[config.mk]
export PLATFORM = sky130hd
export DESIGN_NAME = sobel_window_gen
export DESIGN_NICKNAME = d
export VERILOG_FILES = /design/src/rtl/sobel_window_gen.sv
export SDC_FILE = /design/constraint.sdc
export NUM_CORES = 2
export LEC_CHECK = 0
export CAP_MARGIN = 15
export CORE_MARGIN = 2
export CORE_UTILIZATION = 40
export CTS_CLUSTER_SIZE = 20
export DETAILED_ROUTE_END_ITERATION = 12
export GPL_ROUTABILITY_DRIVEN = 0
export HOLD_SLACK_MARGIN = 0.12
export PLACE_DENSITY = 0.69
export SETUP_SLACK_MARGIN = 0.5
export SLEW_MARGIN = 0
export SYNTH_ARGS = -nofsm -noshare
export SYNTH_HDL_FRONTEND = slang
export SYNTH_SLANG_ARGS = --single-unit
[constraint.sdc]
create_clock -name clk -period 7.3 [get_ports clk]
set_input_delay 1.46 -clock clk [delete_from_list [all_inputs] [get_ports clk]]
set_output_delay 1.46 -clock clk [all_outputs]
set_load 0.005 [all_outputs]
[src/rtl/sobel_window_gen.sv]
// rtl/sobel_window_gen.sv - 3x3 raster window generator ahead of the Sobel kernels
// Define SOBEL_WIN_FRAME_CNT_EN to add the frame_cnt output.
module sobel_window_gen #(
  parameter int ROWS = 242,
  parameter int COLS = 247,
  parameter int RW   = $clog2(ROWS),
  parameter int CW   = $clog2(COLS)
) (
  input  logic          clk,
  input  logic          rst_n,
  input  logic          in_valid,
  output logic          in_ready,
  input  logic          in_sof,
  input  logic [7:0]    in_pixel,
  output logic          out_valid,
  input  logic          out_ready,
  output logic [71:0]   out_win,
  output logic [RW-1:0] out_row,
  output logic [CW-1:0] out_col,
  output logic          frame_done,
  output logic          sof_err
`ifdef SOBEL_WIN_FRAME_CNT_EN
  ,
  output logic [15:0]   frame_cnt
`endif
);

  typedef enum logic {S_IDLE, S_RUN} state_t;

  state_t        r_state;
  logic [RW-1:0] r_row;
  logic [CW-1:0] r_col;
  logic [7:0]    r_lb0 [COLS];
  logic [7:0]    r_lb1 [COLS];
  logic [71:0]   r_win;
  logic          r_out_valid;
  logic [71:0]   r_out_win;
  logic [RW-1:0] r_out_row;
  logic [CW-1:0] r_out_col;
  logic          r_frame_done;
  logic          r_sof_err;

  logic          w_acc;
  logic          w_sof;
  logic          w_proc;
  logic          w_sof_err;
  logic          w_emit;
  logic          w_last_col;
  logic          w_last_row;
  logic [RW-1:0] w_row;
  logic [CW-1:0] w_col;
  logic [71:0]   w_win_next;

  assign in_ready   = !r_out_valid || out_ready;
  assign w_acc      = in_valid && in_ready;
  assign w_sof      = w_acc && in_sof;
  assign w_proc     = w_acc && (in_sof || (r_state == S_RUN));
  // An SOF pixel is always treated as (0,0), whatever the counters say.
  assign w_row      = w_sof ? '0 : r_row;
  assign w_col      = w_sof ? '0 : r_col;
  assign w_sof_err  = w_sof && (r_state == S_RUN) && ((r_row != '0) || (r_col != '0));
  assign w_emit     = w_proc && (w_row >= RW'(2)) && (w_col >= CW'(2));
  assign w_last_col = (w_col == CW'(COLS - 1));
  assign w_last_row = (w_row == RW'(ROWS - 1));

  always_comb begin
    w_win_next = r_win;
    for (int r = 0; r < 3; r++) begin
      w_win_next[(r*3)*8 +: 8]   = r_win[(r*3+1)*8 +: 8];
      w_win_next[(r*3+1)*8 +: 8] = r_win[(r*3+2)*8 +: 8];
    end
    w_win_next[2*8 +: 8] = r_lb1[w_col];
    w_win_next[5*8 +: 8] = r_lb0[w_col];
    w_win_next[8*8 +: 8] = in_pixel;
  end

  always_ff @(posedge clk) begin
    if (w_proc) begin
      r_lb1[w_col] <= r_lb0[w_col];
      r_lb0[w_col] <= in_pixel;
    end
  end

  always_ff @(posedge clk or negedge rst_n) begin
    if (!rst_n) begin
      r_state      <= S_IDLE;
      r_row        <= '0;
      r_col        <= '0;
      r_win        <= '0;
      r_out_valid  <= 1'b0;
      r_out_win    <= '0;
      r_out_row    <= '0;
      r_out_col    <= '0;
      r_frame_done <= 1'b0;
      r_sof_err    <= 1'b0;
    end else begin
      r_frame_done <= 1'b0;
      r_sof_err    <= w_sof_err;
      if (r_out_valid && out_ready) begin
        r_out_valid <= 1'b0;
      end
      if (w_proc) begin
        r_win   <= w_win_next;
        r_state <= S_RUN;
        if (w_last_col) begin
          r_col <= '0;
          if (w_last_row) begin
            r_row        <= '0;
            r_state      <= S_IDLE;
            r_frame_done <= 1'b1;
          end else begin
            r_row <= w_row + RW'(1);
          end
        end else begin
          r_col <= w_col + CW'(1);
          r_row <= w_row;
        end
        // Accept only happens when the output slot is free or draining.
        if (w_emit) begin
          r_out_valid <= 1'b1;
          r_out_win   <= w_win_next;
          r_out_row   <= w_row - RW'(1);
          r_out_col   <= w_col - CW'(1);
        end
      end
    end
  end

  assign out_valid  = r_out_valid;
  assign out_win    = r_out_win;
  assign out_row    = r_out_row;
  assign out_col    = r_out_col;
  assign frame_done = r_frame_done;
  assign sof_err    = r_sof_err;

`ifdef SOBEL_WIN_FRAME_CNT_EN
  logic [15:0] r_frame_cnt;

  always_ff @(posedge clk or negedge rst_n) begin
    if (!rst_n) begin
      r_frame_cnt <= '0;
    end else if (r_frame_done) begin
      r_frame_cnt <= r_frame_cnt + 16'd1;
    end
  end

  assign frame_cnt = r_frame_cnt;
`endif

endmodule

==> metrics.cfg <==
[synth]
yosysWarnings=0
syn_inst=10900
seq_area_frac_synth=0.755
synth.avg_cell_area_um2=14.9
synth_edf_count=3952
async_flop_share=0.0380
synth.ff_latch_count=4108
synth_nets=10900
synthesis.area_mm2=0.162
synth.distinct_cells=72
synthFlopType=edfxtp_1

[global_routing]
grt_pass1_vias=96500
grt_pass1_wl_um=693000
grt_max_degree=208
antenna_found_initial=21
grt_use_total=0.231
grt_overflow=0

[sta]
setup_viol=0
hold_ws_ns=0.439
hold_violations=0
slew_viol_final=0
min_period_ns=6.77
max_freq_ghz=0.148
finalClockSkew_ns=0.0781
relSlewSlack=0.0824
fin_ws_ns=0.534
min_period_over_period=0.927
rsz0062_at_grt=false
worst_pin_slew_ns=1.37

[critical_path]
critPathTopFamily=simple AND/OR/NAND/NOR gates
cpMostUsedCell=buf_4
cp.required_ns=7.90
r2r_setup_slack_ns=0.81
startpoint_type=primary input
critPathLaunch=in_valid
rr_worst_depth=10
crit_slowest_cell=a21boi_0
critical_path_class=in -> reg
cp_max_fo=74
crit_buf_inv=4
r2r-end=r_lb1[157][1]
cpPeakStageDelay_ns=0.91
r2r-start=r_col[0]
arrival_ns=7.37
cp-end-kind=flop
crit_chain=clkdlybuf4s50_1, and2_0, a21boi_0, nand2b_2, buf_12, nor2_1, o21ai_0, o2111ai_1, nor4_2, buf_4, nand2_8, buf_4

[power]
p_per_area_mw_per_mm2=328
p_leak_nw=61.3
max-vdd-ir-drop_v=0.000418

[placed_design]
io_buffers=104
dp_worst_setup_slack_ns=-0.139
dp_hpwl_um=284000
place_area_mm2=0.173

[clocking]
clk_pin_slew_worst_paths_ns=0.06
ctsHoldBuffers=0
cts.sinks=4108
cts-htree-levels=5
clock_latency_ns=0.97
cts_root_buf=clkbuf_16
cts.repair.resized=0
clockBufferDepth=4
numCtsBuffers=395
cts_tree=yes
cts_setup_buffers=0

[die]
num_rows=233
io_pins=105
dieWidth_um=641
start_util=0.402
core_area_mm2=0.403
die-area_mm2=0.411
die_h_um=641

[finish]
fin_nets=11400
drive_gt1_frac=0.173
stdcell_area_mm2=0.186
final_cell_mix=3,952 x edfxtp_1, 1,804 x nand2_1, 727 x o21ai_0, 702 x mux2_2, 663 x a21oi_1
syn2layout_area_growth_pct=14.5
final_common_cell=edfxtp_1
fill_cells=34400

[route]
post_drt_wl_per_cell_um=28.7
routed_via_density=5.96
postRouteAntennaNets=0
drc=0
vias=102000
drt_first_pass_iters=8
drt_iter0_drc=15300
wirelength_um=489000

[min_path]
hp-start=r_win[14]
worstHoldEndpoint=out_win[6]
hold-path-cell-count=2
hold_path.class=reg -> reg

[outcome]
status=finished, final reports clean

[flow_run]
cap_violations=0

cells by family (layout without fill, tap and decap cells):
logic type,Yosys count,count (layout),share of synthesized area
buf+inv,768,1509,0.0219
xor+xnor,9,9,0.000485
simple gates,2567,2567,0.0647
other cells,0,9,0
compound gates,2361,2361,0.0845
mux,1092,1092,0.0729
flops,4108,4108,0.755
fa+ha+maj,9,9,0.000693
metal layers:
layer / up-vias / track usage / part of all wire
met5: - / 0 / 0.00011
met2: 6640 / 0.357 / 0.46
met4: 10 / 0.107 / 0.053
met3: 1199 / 0.0541 / 0.12
met1: 51300 / 0.309 / 0.37
li1: 42500 / - / -
worst reg2reg max path, cell delays in order, from the launching register on:
cell and delay, ns:
dfrtp_4 1.17, buf_4 0.84, mux2_2 0.45, o21ai_1 0.13, a21oi_1 0.07, o41ai_1 1.07, buf_4 0.27, o2111ai_1 0.37
a21oi_1 0.49, nand4_1 0.38, buf_12 0.37
worst max-delay path by stage:
stage / slack (ns) / cells after the start / endpoint
2_1_floorplan: -1.42 / 14 / out_win[41]
3_3_place_gp: -0.12 / 12 / r_lb1[94][0]
3_5_place_dp: -0.14 / 12 / r_lb1[95][0]
4_1_cts: 0.79 / 12 / r_lb1[117][0]
5_1_grt: 0.72 / 12 / r_lb1[115][0]
6_report: 0.53 / 12 / r_lb1[123][0]
power by group:
part	internal [mW]	switching, mW	leakage (nW)	total (mW)
Combinational	3.51	9.15	17.7	12.7
Clock	11.1	8.84	6.03	20.0
Sequential	28.1	0.191	37.6	28.3
state kept, by name, summed over array words and instances, names as in the netlist:
register    count
frame_done      1
r_lb1        1976
r_lb0        1976
out_win        72
r_row           8
out_col         8
r_win          48
out_row         8
r_col           8
r_state         1
out_valid       1
sof_err         1
metrics by stage:
stage | instances | utilization | power (mW) | setup TNS, ns
final | 17100 | 0.461 | 61.0 | 0
after floorplan | 10900 | - | 36.0 | -291.27
after global routing | 17100 | 0.461 | 62.5 | 0
after CTS | 17100 | 0.461 | 60.8 | 0
after global placement | 16300 | 0.430 | 41.0 | -8.78
after detailed placement | 16300 | 0.430 | 41.1 | -10.67
Yosys cell counts, drive strengths merged (8+ instances only):
master,n,area share
a22oi,81,0.0037
nor3,32,0.0010
nand4,13,0.00050
mux2i,386,0.024
o22ai,90,0.0035
xnor2,8,0.00043
buf,499,0.016
o41ai,55,0.0030
dfrtp,156,0.024
a311oi,26,0.0014
nor2,324,0.0075
o2111ai,11,0.00059
a221oi,42,0.0023
a41oi,12,0.00065
a32oi,8,0.00043
mux2,704,0.049
a21oi,666,0.021
nand2,1812,0.042
o21ai,747,0.023
ha,9,0.00069
and2,8,0.00031
inv,12,0.00028
edfxtp,3952,0.73
nor4,125,0.0049
nand3,170,0.0052
a31oi,503,0.019
nor2b,61,0.0024
clkbuf,256,0.0059
a211oi,83,0.0039
layout make-up:
type                    instances  area, um2  area share
diodes                          9       22.5    0.000121
repair buffers                784       7370      0.0397
well taps                    5405       6760      0.0364
multi-input cells            6038      36700       0.197
clock inverters               208       1910      0.0103
inverters                      13       86.3    0.000464
flip-flops and latches       4108     123000       0.659
clock buffers                 504      10500      0.0563
Power figures use the tool's default switching activity.
